==> src/rtl/xnorpop_pkg.sv <==
// xnorpop_pkg: shared states, default sizes and helpers for the xnor-popcount sequencer
package xnorpop_pkg;
    localparam int W_DEF          = 128;
    localparam int SUM_W_DEF      = 8;
    localparam int MAX_CHUNKS_DEF = 16;
    typedef enum logic [1:0] {IDLE, STREAM, DRAIN, DONE} state_t;
    function automatic int clog2(input int v);
        int r;
        r = 0;
        while ((1 << r) < v) r++;
        return r;
    endfunction
endpackage

==> src/rtl/xnorpop_seq_ctrl_if.sv <==
// xnorpop_seq_ctrl_if: job, chunk, datapath and result signals of the xnor-popcount sequencer
interface xnorpop_seq_ctrl_if
    import xnorpop_pkg::*;
#(
    parameter int W     = W_DEF,
    parameter int SUM_W = SUM_W_DEF,
    parameter int CNT_W = clog2(MAX_CHUNKS_DEF) + 1,
    parameter int ACC_W = SUM_W_DEF + clog2(MAX_CHUNKS_DEF)
);
    logic             start;
    logic [CNT_W-1:0] num_chunks;
    logic             busy;
    logic             in_valid;
    logic             in_ready;
    logic [W-1:0]     in_x;
    logic [W-1:0]     in_y;
    logic [W-1:0]     pc_inx;
    logic [W-1:0]     pc_iny;
    logic [SUM_W-1:0] pc_sum;
    logic             res_valid;
    logic             res_ready;
    logic [ACC_W-1:0] res_sum;
    logic             res_act;
    modport master (
        output start, num_chunks, in_valid, in_x, in_y, pc_sum, res_ready,
        input  busy, in_ready, pc_inx, pc_iny, res_valid, res_sum, res_act
    );
    modport slave (
        input  start, num_chunks, in_valid, in_x, in_y, pc_sum, res_ready,
        output busy, in_ready, pc_inx, pc_iny, res_valid, res_sum, res_act
    );
endinterface

==> src/rtl/xnorpop_lat_pipe.sv <==
// xnorpop_lat_pipe: tags accepted chunks and strobes their retire LAT edges later
module xnorpop_lat_pipe #(
    parameter int LAT = 1
) (
    input  logic clk,
    input  logic rst_n,
    input  logic push,
    output logic retire,
    output logic pending
);
    logic [LAT-1:0] pipe;
    // shift a tag in every edge; a 1 marks a chunk whose sum is still in flight
    always_ff @(posedge clk or negedge rst_n) begin
        if (!rst_n) pipe <= '0;
        else pipe <= LAT'({pipe, push});
    end
    assign retire  = pipe[LAT-1];
    assign pending = |pipe;
endmodule

==> src/rtl/xnorpop_seq_ctrl.sv <==
// xnorpop_seq_ctrl: streams chunk pairs through the xnor-popcount datapath and accumulates the total
module xnorpop_seq_ctrl
    import xnorpop_pkg::*;
#(
    parameter int W          = W_DEF,
    parameter int MAX_CHUNKS = MAX_CHUNKS_DEF,
    parameter int PC_LAT     = 1,
    parameter int SUM_W      = clog2(W) + 1,
    parameter int CNT_W      = clog2(MAX_CHUNKS) + 1,
    parameter int ACC_W      = SUM_W + clog2(MAX_CHUNKS)
) (
    input logic               clk,
    input logic               rst_n,
    xnorpop_seq_ctrl_if.slave bus
);
    state_t           state;
    logic [CNT_W-1:0] n, acc_cnt, ret_cnt;
    logic [ACC_W-1:0] acc, acc_nxt;
    logic             accept, retire, pending, last_acc, last_ret, finish;

    function automatic logic sign_act(input logic [ACC_W-1:0] a, input logic [CNT_W-1:0] k);
        return {a, 1'b0} >= (ACC_W+1)'(k) * (ACC_W+1)'(W);
    endfunction

    assign accept       = (state == STREAM) && bus.in_valid;
    assign acc_nxt      = acc + (retire ? ACC_W'(bus.pc_sum) : '0);
    assign last_acc     = accept && (acc_cnt == n - 1'b1);
    assign last_ret     = retire && (ret_cnt == n - 1'b1);
    assign finish       = (state == STREAM && last_acc && last_ret) ||
                          (state == DRAIN && (last_ret || !pending));
    assign bus.in_ready = (state == STREAM);
    assign bus.busy     = (state != IDLE);

    xnorpop_lat_pipe #(.LAT(PC_LAT)) u_pipe (
        .clk    (clk),
        .rst_n  (rst_n),
        .push   (accept),
        .retire (retire),
        .pending(pending)
    );

    // job FSM: launch accepted chunks, fold retired sums, present and hold the result
    always_ff @(posedge clk or negedge rst_n) begin
        if (!rst_n) begin
            state         <= IDLE;
            n             <= '0;
            acc           <= '0;
            acc_cnt       <= '0;
            ret_cnt       <= '0;
            bus.pc_inx    <= '0;
            bus.pc_iny    <= '0;
            bus.res_valid <= 1'b0;
            bus.res_sum   <= '0;
            bus.res_act   <= 1'b0;
        end else begin
            if (accept) begin
                bus.pc_inx <= bus.in_x;
                bus.pc_iny <= bus.in_y;
                acc_cnt    <= acc_cnt + 1'b1;
            end
            if (retire) begin
                acc     <= acc_nxt;
                ret_cnt <= ret_cnt + 1'b1;
            end
            case (state)
                IDLE: if (bus.start) begin
                    if (bus.num_chunks == '0) begin
                        state         <= DONE;
                        bus.res_valid <= 1'b1;
                        bus.res_sum   <= '0;
                        bus.res_act   <= 1'b1;
                    end else begin
                        state   <= STREAM;
                        n       <= (bus.num_chunks > CNT_W'(MAX_CHUNKS)) ? CNT_W'(MAX_CHUNKS) : bus.num_chunks;
                        acc     <= '0;
                        acc_cnt <= '0;
                        ret_cnt <= '0;
                    end
                end
                STREAM: if (last_acc) state <= DRAIN;
                DRAIN: ;
                DONE: if (bus.res_ready) begin
                    state         <= IDLE;
                    bus.res_valid <= 1'b0;
                end
                default: state <= IDLE;
            endcase
            if (finish) begin
                state         <= DONE;
                bus.res_valid <= 1'b1;
                bus.res_sum   <= acc_nxt;
                bus.res_act   <= sign_act(acc_nxt, n);
            end
        end
    end
endmodule

==> src/flat_wrapper.sv <==
// flat-port wrapper written by rule: the top's interface ports become plain ports
module xnorpop_seq_ctrl_flat import xnorpop_pkg::*;
#(
    parameter int W          = W_DEF,
    parameter int MAX_CHUNKS = MAX_CHUNKS_DEF,
    parameter int PC_LAT     = 1,
    parameter int SUM_W      = clog2(W) + 1,
    parameter int CNT_W      = clog2(MAX_CHUNKS) + 1,
    parameter int ACC_W      = SUM_W + clog2(MAX_CHUNKS)
)
  (clk, rst_n, bus_start, bus_num_chunks, bus_in_valid, bus_in_x, bus_in_y, bus_pc_sum, bus_res_ready, bus_busy, bus_in_ready, bus_pc_inx, bus_pc_iny, bus_res_valid, bus_res_sum, bus_res_act);
  xnorpop_seq_ctrl_if #(.W(W), .SUM_W(SUM_W), .CNT_W(CNT_W), .ACC_W(ACC_W)) bus_i ();
  input logic clk;
  input logic rst_n;
  input wire logic [$bits(bus_i.start)-1:0] bus_start;
  input wire logic [$bits(bus_i.num_chunks)-1:0] bus_num_chunks;
  input wire logic [$bits(bus_i.in_valid)-1:0] bus_in_valid;
  input wire logic [$bits(bus_i.in_x)-1:0] bus_in_x;
  input wire logic [$bits(bus_i.in_y)-1:0] bus_in_y;
  input wire logic [$bits(bus_i.pc_sum)-1:0] bus_pc_sum;
  input wire logic [$bits(bus_i.res_ready)-1:0] bus_res_ready;
  output wire logic [$bits(bus_i.busy)-1:0] bus_busy;
  output wire logic [$bits(bus_i.in_ready)-1:0] bus_in_ready;
  output wire logic [$bits(bus_i.pc_inx)-1:0] bus_pc_inx;
  output wire logic [$bits(bus_i.pc_iny)-1:0] bus_pc_iny;
  output wire logic [$bits(bus_i.res_valid)-1:0] bus_res_valid;
  output wire logic [$bits(bus_i.res_sum)-1:0] bus_res_sum;
  output wire logic [$bits(bus_i.res_act)-1:0] bus_res_act;
  assign bus_i.start = bus_start;
  assign bus_i.num_chunks = bus_num_chunks;
  assign bus_i.in_valid = bus_in_valid;
  assign bus_i.in_x = bus_in_x;
  assign bus_i.in_y = bus_in_y;
  assign bus_i.pc_sum = bus_pc_sum;
  assign bus_i.res_ready = bus_res_ready;
  assign bus_busy = bus_i.busy;
  assign bus_in_ready = bus_i.in_ready;
  assign bus_pc_inx = bus_i.pc_inx;
  assign bus_pc_iny = bus_i.pc_iny;
  assign bus_res_valid = bus_i.res_valid;
  assign bus_res_sum = bus_i.res_sum;
  assign bus_res_act = bus_i.res_act;
  xnorpop_seq_ctrl #(.W(W), .MAX_CHUNKS(MAX_CHUNKS), .PC_LAT(PC_LAT), .SUM_W(SUM_W), .CNT_W(CNT_W), .ACC_W(ACC_W)) u_core (.clk(clk), .rst_n(rst_n), .bus(bus_i));
endmodule
==> config.mk <==
export PLATFORM = sky130hd
export DESIGN_NAME = xnorpop_seq_ctrl_flat
export DESIGN_NICKNAME = d
export VERILOG_FILES = /design/src/rtl/xnorpop_pkg.sv /design/src/rtl/xnorpop_seq_ctrl_if.sv /design/src/rtl/xnorpop_lat_pipe.sv /design/src/rtl/xnorpop_seq_ctrl.sv /design/src/flat_wrapper.sv
export SDC_FILE = /design/constraint.sdc
export NUM_CORES = 1
export LEC_CHECK = 0
export ABC_AREA = 1
export BUFFER_PORTS_ARGS = -buffer_cell sky130_fd_sc_hd__buf_2
export CELL_PAD_IN_SITES_DETAIL_PLACEMENT = 1
export CELL_PAD_IN_SITES_GLOBAL_PLACEMENT = 1
export CORE_AREA = 3 3 213 215
export DETAILED_ROUTE_END_ITERATION = 7
export DIE_AREA = 0 0 216 218
export PLACE_DENSITY = 0.73
export RECOVER_POWER = 25
export SLEW_MARGIN = 0
export SYNTH_ARGS = -nofsm -noshare
export SYNTH_HDL_FRONTEND = slang
export SYNTH_SLANG_ARGS = --single-unit
export TNS_END_PERCENT = 1
==> constraint.sdc <==
create_clock -name clk -period 5.35 [get_ports clk]
set_input_delay 0.8025 -clock clk [delete_from_list [all_inputs] [get_ports clk]]
set_output_delay 0.8025 -clock clk [all_outputs]
set_load 0.02 [all_outputs]
After elaboration in Yosys (flattened, before gate mapping)
Cells that the tools add are included.

word-level totals
  register bits = 300
  bits of input ports = 274
  word-level logic and storage cells = 79
  output and inout bits = 272

cells by class
  bitwise logic cells = 1
  add/sub/neg operators = 4
  order comparisons = 2
  equality and inequality tests = 9
  mux-type cells = 31
  reductions and logical operators = 21

operators with widths
  operator             count
  $mux 12              8
  $mux 5               9
  $ge 13x12->1         1
  $add 12x12->12       1
  $add 5x1->5 const B  2
  $eq 5x5->1           2
  $mux 2               5
  $mux 8               1
  $reduce_and 4->1     2
  $reduce_bool 2->1    4
  $logic_and 1x1->1    6
  $mux 1               6
  $ne 3x1->1 const B   2
  $ne 3x2->1 const B   2
  $pmux 2 s3           1
  $reduce_and 3->1     2
  $gt 5x5->1 const B   1
  $logic_not 5->1      1
  $sub 5x1->5 const B  1
  $eq 2x2->1 const B   2
  $reduce_bool 4->1    1
  $reduce_bool 3->1    1
  $eq 2x1->1 const B   1
  $logic_not 2->1      1
  other kinds (4)      5

Logic depth before layout (Yosys ltp)
Gate-level depths: netlist (run 1).

  depth after elaboration = 8
  depth in mapped cells = 24
  gate-level depth less buffers = 21

By module
From an unflattened synthesis (run 1), not the netlist that was laid out.

second synthesis, totals
  cells, all modules = 1458
  area, all modules = 12324.3 sq um

modules (own cells, without submodules)
  module            instances  cells each  area each (sq um)  sequential area each (sq um)
  xnorpop_seq_ctrl  1          1456        12291.8            7482.2
  xnorpop_lat_pipe  1          2           32.5               25.0

Least setup slack after synthesis (run 1)
Ideal clock, no wire load.

  path type = register to register
  start point = register u_core.u_pipe.pipe (netlist: u_core.u_pipe.pending)
  end point = register u_core.bus.res_act
  required time = 5.279 ns
  cell stages (with the launch flop) = 25
  setup time = 0.071 ns
  setup slack = 2.179 ns
  data arrival time = 3.100 ns
  path buffers = 3
  period minus slack after synthesis = 3.171 ns
  cells stage by stage = dfrtp_1 > buf_2 > clkbuf_1 > clkbuf_1 > nand2_1 > inv_1 > ha_1 > nand2_1 > nand2_1 > inv_1 > o21ai_0 > a21oi_1 > xor2_1 > inv_1 > ha_1 > nand4_1 > nor2_1 > nand2_1 > nor2_1 > nand2_1 > nand2_1 > nand2_1 > a21boi_0 > nor2_1 > nor2_1

on the way
  longest elaborated chain between the ends = 6
  elaborated cells between the ends (all ways) = 14
  those cells by class = add/sub: 1; order compare: 1; mux: 2; reduce/logical: 10

RTL lines
  what                                                                  RTL line                   RTL
  start, declared                                                       xnorpop_lat_pipe.sv:11     logic [LAT-1:0] pipe;
  start signal, assigned                                                xnorpop_lat_pipe.sv:15     else pipe <= LAT'({pipe, push});
  parallel branches: the longest is 6 deep, another holds $ge 13x12->1  --
  end signal, assigned                                                  xnorpop_seq_ctrl.sv:92     bus.res_act <= sign_act(acc_nxt, n);
  end, declared                                                         xnorpop_seq_ctrl_if.sv:30  output busy, in_ready, pc_inx, pc_iny, res_valid, res_sum, res_act

Parallel ways; which one is timed is not known.
A chain may end at the register's enable or synchronous reset.

==> metrics.yaml, run 1 <==
outcome: "complete, but fails checks"
violations: "capacitance limit, slew limit"
cp-start-kind: "primary input"
grt_overflow: 0
final_core_util: 0.387
detailed_place_hpwl_um: 37000
ctsLongestPathBuffers: 3
syn_inst: 1476
hold_viol: 0
cts_sinks: 300
antenna_found_initial: 27
path_class: "in -> async"
drtAntennaViolNets: 0
setup_viol: 0
grt.total_usage: 0.204
place.port_buffers: 545
drc: 0
cts_setup_buffers: 0
leakage_nw: 9.95
core_um2: 43900
synthTopCellsByArea: "dfrtp_1 61%, nand2_1 26%, inv_1 2.1%"
async_flop_share: 1.00
relSlewSlack: -1.19
grt_pass1_vias: 12700
worst_slew_pin_slew_ns: 3.29
cts_buffers: 37
crit_arrival_ns: 3.79
wl_per_cell_um: 18.7
slowest_stage: "clkbuf_2"
rr_worst_depth: 22
dieHeight_um: 218
clkTransAtPathRegs_ns: 0.06
fmax_ghz: 0.258
synth.cell_area_um2: 12400
ctsResizeCount: 0
ff2ff_setup_slack_ns: 1.82
nNetsFinal: 2299
placementRows: 77
power.density_nw_per_um2: 673
period_needed_ns: 3.88
detail_route.iter0.violations: 660
dieArea_um2: 47100
slew_viol_final: 216
synthSimpleGateAreaFrac: 0.297
cpPeakStageDelay_ns: 2.37
use_met1: 0.217
synth.avg_cell_area_um2: 8.40
fin_crit_sh: 0.724
yosysWarnings: 0
top_usage_layer: "met2"
ios: 546
ctsHoldBuffers: 0
vias_per_cell: 4.45
htreeDepth: 2
grt_use_met2: 0.362
yosys-top-cells-count: "875 x nand2_1, 300 x dfrtp_1, 69 x inv_1, 50 x clkbuf_1, 27 x nand3_1"
met3_usage: 0.0680
root_buffer: "clkbuf_16"
ys_seq_area_frac: 0.605
syn2layout_area_growth_pct: 37.0
path_max_fanout: 127
die_width_um: 216
start_util: 0.282
crit_buf_inv: 2
cp-end-kind: "async pin"
gp_congestion: 0.869
synth_top_area_frac: 0.605
holdWs_ns: 0.232
tns_ns: 0
rsz0062_at_grt: "false"
synth_top_area_cell: "dfrtp_1"
r2r-start: "u_core.u_pipe.pending$_DFF_PN0_"
clock_latency_ns: 0.54
synth_seq_cells: 300
yosysMostFrequentCell: "nand2_1"
synth_edf_count: 0
drive_gt1_frac: 0.309
syn-num-nets: 1771
synth_top_family_by_area: "simple AND/OR/NAND/NOR gates"
via_count: 11800
wl_um: 49500
worstPathCellList: "buf_8, clkbuf_2"
synth_compound_area_frac: 0.0249
max-vdd-ir-drop_mv: 0.380
cp_top_family: "buffers and inverters"
muxShareOfSynthArea: 0
crit_required_ns: 5.26
final_area_um2: 17000
synth_flop_cell: "dfrtp_1"
timing.max_cap.violations: 2
place_area_um2: 15700
yosys.area_share.adder: 0.0218
finalClockSkew_ns: 0.0137
grt_pass1_wl_um: 74400
hold_path_class: "in -> async"
grt_max_degree: 139
cts_tree: "yes"
fin_total_pwr_mw: 11.4
drt_pre_antenna_iters: 4
r2r_end: "u_core.bus.res_act$_DFFE_PN0P_"
synthXorXnorAreaFrac: 0.00908
synth.distinct_cells: 34
## how the worst max path moves through the flow
stage,startpoint,endpoint,slack [ns],depth (start not counted)
CTS,u_core.u_pipe.pending$_DFF_PN0_,u_core.bus.res_act$_DFFE_PN0P_,1.77,22
global route,rst_n,u_core.bus.pc_inx[88]$_DFFE_PN0P_,0.82,2
floorplan,u_core.u_pipe.pending$_DFF_PN0_,u_core.bus.res_act$_DFFE_PN0P_,2.18,24
finish,rst_n,u_core.bus.pc_inx[88]$_DFFE_PN0P_,1.47,2
global placement,bus_pc_sum[4],u_core.bus.res_act$_DFFE_PN0P_,1.99,22
detailed placement,bus_pc_sum[4],u_core.bus.res_act$_DFFE_PN0P_,1.81,22
## sequential cells by signal, indices dropped and copies added (netlist names)
register and cells:
u_core.ret_cnt 5, u_core.bus.res_valid 1, u_core.u_pipe.pending 1, u_core.state 2, u_core.bus.pc_inx 128, u_core.bus.pc_iny 128, u_core.bus.res_sum 12, u_core.n 5
u_core.bus.res_act 1, u_core.acc 12, u_core.acc_cnt 5
## cell usage in the layout (no fill, tap or decap), drive strengths merged, types with 2 or more instances in the layout
cell and count:
clkbuf 60, a21oi 13, nand4 4, nand3 29, or2 3, xor2 11
buf 550, inv 71, nor2 31, bufinv 2, diode 21, o21ai 28
nor3 4, ha 20, dfrtp 300, clkinv 5, o211ai 10, nand3b 2
nand2 880
## kinds of logic after synthesis
family,count (synthesis)
AO/OA/AOI/OAI,54
XOR/XNOR,12
adder cells (fa/ha/maj),21
buffers and inverters,135
flip-flops,300
AND/OR/NAND/NOR,954
## metal layers
metal	wire length (um)	vias to the layer above	part of all wire
li1	-	5569	-
met2	25000	387	0.51
met3	3730	122	0.075
met1	18200	5667	0.37
met4	2430	10	0.049
met5	69	-	0.0014
## stage by stage
step | std cells | worst slack, ns
2_1_floorplan | 1476 | 2.18
3_3_place_gp | 2557 | 1.99
3_5_place_dp | 2557 | 1.81
4_1_cts | 2622 | 1.77
5_1_grt | 2633 | 0.817
6_report | 2643 | 1.47
## power by group
part	leakage, nW	total [mW]	internal [mW]	switching (mW)
logic	5.59	4.97	1.51	3.46
registers	3.76	3.92	3.31	0.612
clock network	0.599	2.54	1.54	1.00
total	9.95	11.4	6.35	5.07
## final cells by class
cell class	instances	area, um^2
clock inverter	7	98.8
multi-input combinational	1041	4390
antenna	21	52.6
clock buffer	58	1130
sequential	300	7510
tap	592	741
inverter	72	278
fill	5451	26900
timing repair buffer	552	2800
Note: power is estimated with default switching activity, not from simulation.
==> run 2: changes to the inputs <==
--- a/config.mk
+++ b/config.mk
@@ -9,10 +9,10 @@
 export BUFFER_PORTS_ARGS = -buffer_cell sky130_fd_sc_hd__buf_2
 export CELL_PAD_IN_SITES_DETAIL_PLACEMENT = 1
 export CELL_PAD_IN_SITES_GLOBAL_PLACEMENT = 1
-export CORE_AREA = 3 3 213 215
+export CORE_AREA = 3 3 214 216
 export DETAILED_ROUTE_END_ITERATION = 7
-export DIE_AREA = 0 0 216 218
-export PLACE_DENSITY = 0.73
+export DIE_AREA = 0 0 217 219
+export PLACE_DENSITY = 0.75
 export RECOVER_POWER = 25
 export SLEW_MARGIN = 0
 export SYNTH_ARGS = -nofsm -noshare
==> constraint.sdc (replaced) <==
create_clock -name clk -period 3.2 [get_ports clk]
set_input_delay 0.48 -clock clk [delete_from_list [all_inputs] [get_ports clk]]
set_output_delay 0.48 -clock clk [all_outputs]
set_load 0.02 [all_outputs]
==> run 2 against run 1 <==
  * The run still ends with capacitance limit, slew limit left
  * Worst setup slack got worse by 1.3 ns
  * Clock power rose by 67%
  * Final area up 0.76%
  * First-iteration DRC count shrank 6.2%
  * Clock skew up 0.0043 ns
  * Non-clock buffer count rose by 17
  * Final cell count is 0.19% higher
  * Power increased by 68%
  * Clock-buffer cell count down 3
  * Register-to-register slack lost 1.6 ns
  * Combinational power grew 68%
  * Sequential share of layout area decreased by 0.33 points
  * Largest cell class unchanged
  * Highest routed layer unchanged
==> metrics.yaml, run 2 (synthesis results as in run 1) <==
detailed_place_hpwl_um: 36900
crit_arrival_ns: 3.44
holdWs_ns: 0.138
hold_path_depth: 3
placementRows: 77
whs_endpoint: "u_core.bus.pc_inx[0]$_DFFE_PN0P_"
cts_sinks: 300
drive_gt1_frac: 0.318
start_util: 0.281
drtAntennaViolNets: 0
largest_registers: "u_core.bus.pc_inx x128, u_core.bus.pc_iny x128"
grt_max_degree: 176
wl_per_cell_um: 18.6
nNetsFinal: 2317
p_seq_frac: 0.341
combPwrFrac: 0.437
path_class: "reg -> reg"
slew_viol_final: 100
r2r_end: "u_core.bus.res_act$_DFFE_PN0P_"
relSlewSlack: -0.687
via_count: 11900
wl_um: 49200
p_sw_mw: 8.46
fmax_ghz: 0.335
period_needed_ns: 2.98
ff2ff_setup_slack_ns: 0.22
tns_ns: 0
worst_slew_pin_slew_ns: 2.53
cts_buffers: 38
grt_overflow: 0
gp_congestion: 0.821
fin_total_pwr_mw: 19.1
dieHeight_um: 219
dp.cells: 2570
drc: 0
hold_viol: 0
p_sw_frac: 0.442
vias_per_cell: 4.48
cp-end-kind: "flip-flop"
clock_latency_ns: 0.54
core_um2: 44100
dieArea_um2: 47500
antenna_found_initial: 26
violations: "capacitance limit, slew limit"
place_area_um2: 15900
grt_pass1_vias: 12800
fin_crit_sh: 0.932
die_width_um: 217
ctsLongestPathBuffers: 3
syn2layout_area_growth_pct: 38.0
finalClockSkew_ns: 0.0180
timing.max_cap.violations: 1
final_cell_mix: "873 x nand2_1, 545 x buf_2, 299 x dfrtp_1, 69 x inv_1, 39 x clkbuf_16"
detail_route.iter0.violations: 619
setup_viol: 0
place.port_buffers: 545
fill_cells: 5480
power.density_nw_per_um2: 1120
min_from: "bus_in_x[0]"
startpoint: "u_core.u_pipe.pending$_DFF_PN0_"
register_area_um2: 7510
p_clk_frac: 0.221
r2r-start: "u_core.u_pipe.pending$_DFF_PN0_"
htreeDepth: 2
crit_required_ns: 3.65
hold_path_class: "in -> reg"
cts_tree: "yes"
final_cells: 2648
p_int_mw: 10.7
final_common_cell: "nand2_1"
outcome: "complete, but fails checks"
grt.total_usage: 0.199
path_max_fanout: 6
cp-start-kind: "flip-flop"
grt_pass1_wl_um: 74000
clkTransAtPathRegs_ns: 0.06
leakage_nw: 10.0
root_buffer: "clkbuf_16"
multi_input_area_um2: 4420
drt_pre_antenna_iters: 4
rr_worst_depth: 21
final_area_um2: 17100
ios: 546
max-vdd-ir-drop_mv: 0.532
## run 2: cell count changes in the layout (fill, tap and decap cells not counted), moves of 2 or more
cell	change
buf_12	+3
clkbuf_8	-3
inv_6	+2
a21oi_2	+4
diode_2	-11
nand2_2	+2
clkbuf_2	+2
buf_4	+8
clkbuf_1	+2
a21oi_1	-4
nand2_1	-2
## run 2: per-stage QoR
step	setup slack, ns	util
final	0.216	0.388
after global routing	-0.0394	0.388
after CTS	0.0851	0.387
after detailed placement	0.0805	0.360
after global placement	0.143	0.360
after floorplan	0.0287	-
## run 2: cell type report
class | instances | share of cell area
tap | 592 | 0.0433
timing repair buffer | 569 | 0.172
inverter | 72 | 0.0162
sequential | 300 | 0.439
multi-input combinational | 1041 | 0.258
clock buffer | 55 | 0.0646
clock inverter | 9 | 0.00614
antenna | 10 | 0.00146
## run 2: power by group through the flow
| stage | clock (mW) | sequential [mW] | combinational [mW] |
|---|---|---|---|
| finish | 4.24 | 6.53 | 8.37 |
| global placement | 0 | 6.48 | 8.17 |
| global route | 4.53 | 6.75 | 9.22 |
| CTS | 4.37 | 6.54 | 8.47 |
| detailed placement | 0 | 6.55 | 8.43 |
| floorplan | 0 | 8.41 | 3.10 |
## run 2: repair_timing
item	CTS	global route
setup buffers	0	4
endpoints found under the setup margin	0	1
resized for setup	0	12
hold buffers	0	0
## run 2: critical path, stage by stage, from the launching register on
cell and delay, ns:
dfrtp_2 0.45, nand2_1 0.07, inv_1 0.04, ha_1 0.20, fa_2 0.37, nand3_2 0.09
nand2_2 0.09, a21oi_2 0.16, o21ai_0 0.11, xnor2_1 0.15, buf_4 0.15, ha_1 0.26
nand4_1 0.08, nor2_1 0.09, nand2_1 0.06, nor2_1 0.09, nand2_1 0.06, nand2_1 0.06
nand2_1 0.05, a21boi_1 0.12, nor2_1 0.05, nor2_1 0.10
## run 2: routing by layer
layer | global-route usage | share of wire | routed length, um
met3 | 0.0593 | 0.074 | 3650
met4 | 0.0909 | 0.047 | 2330
met1 | 0.220 | 0.37 | 18300
met5 | 0 | 0.0012 | 58
met2 | 0.354 | 0.51 | 24900
## run 2: worst max path at each step
| stage | cells past startpoint | slack [ns] | end |
|---|---|---|---|
| global placement | 21 | 0.14 | u_core.bus.res_act$_DFFE_PN0P_ |
| global route | 21 | -0.04 | u_core.bus.res_act$_DFFE_PN0P_ |
| finish | 21 | 0.22 | u_core.bus.res_act$_DFFE_PN0P_ |
| CTS | 20 | 0.09 | u_core.bus.res_act$_DFFE_PN0P_ |
| floorplan | 24 | 0.03 | u_core.bus.res_act$_DFFE_PN0P_ |
| detailed placement | 21 | 0.08 | u_core.bus.res_act$_DFFE_PN0P_ |
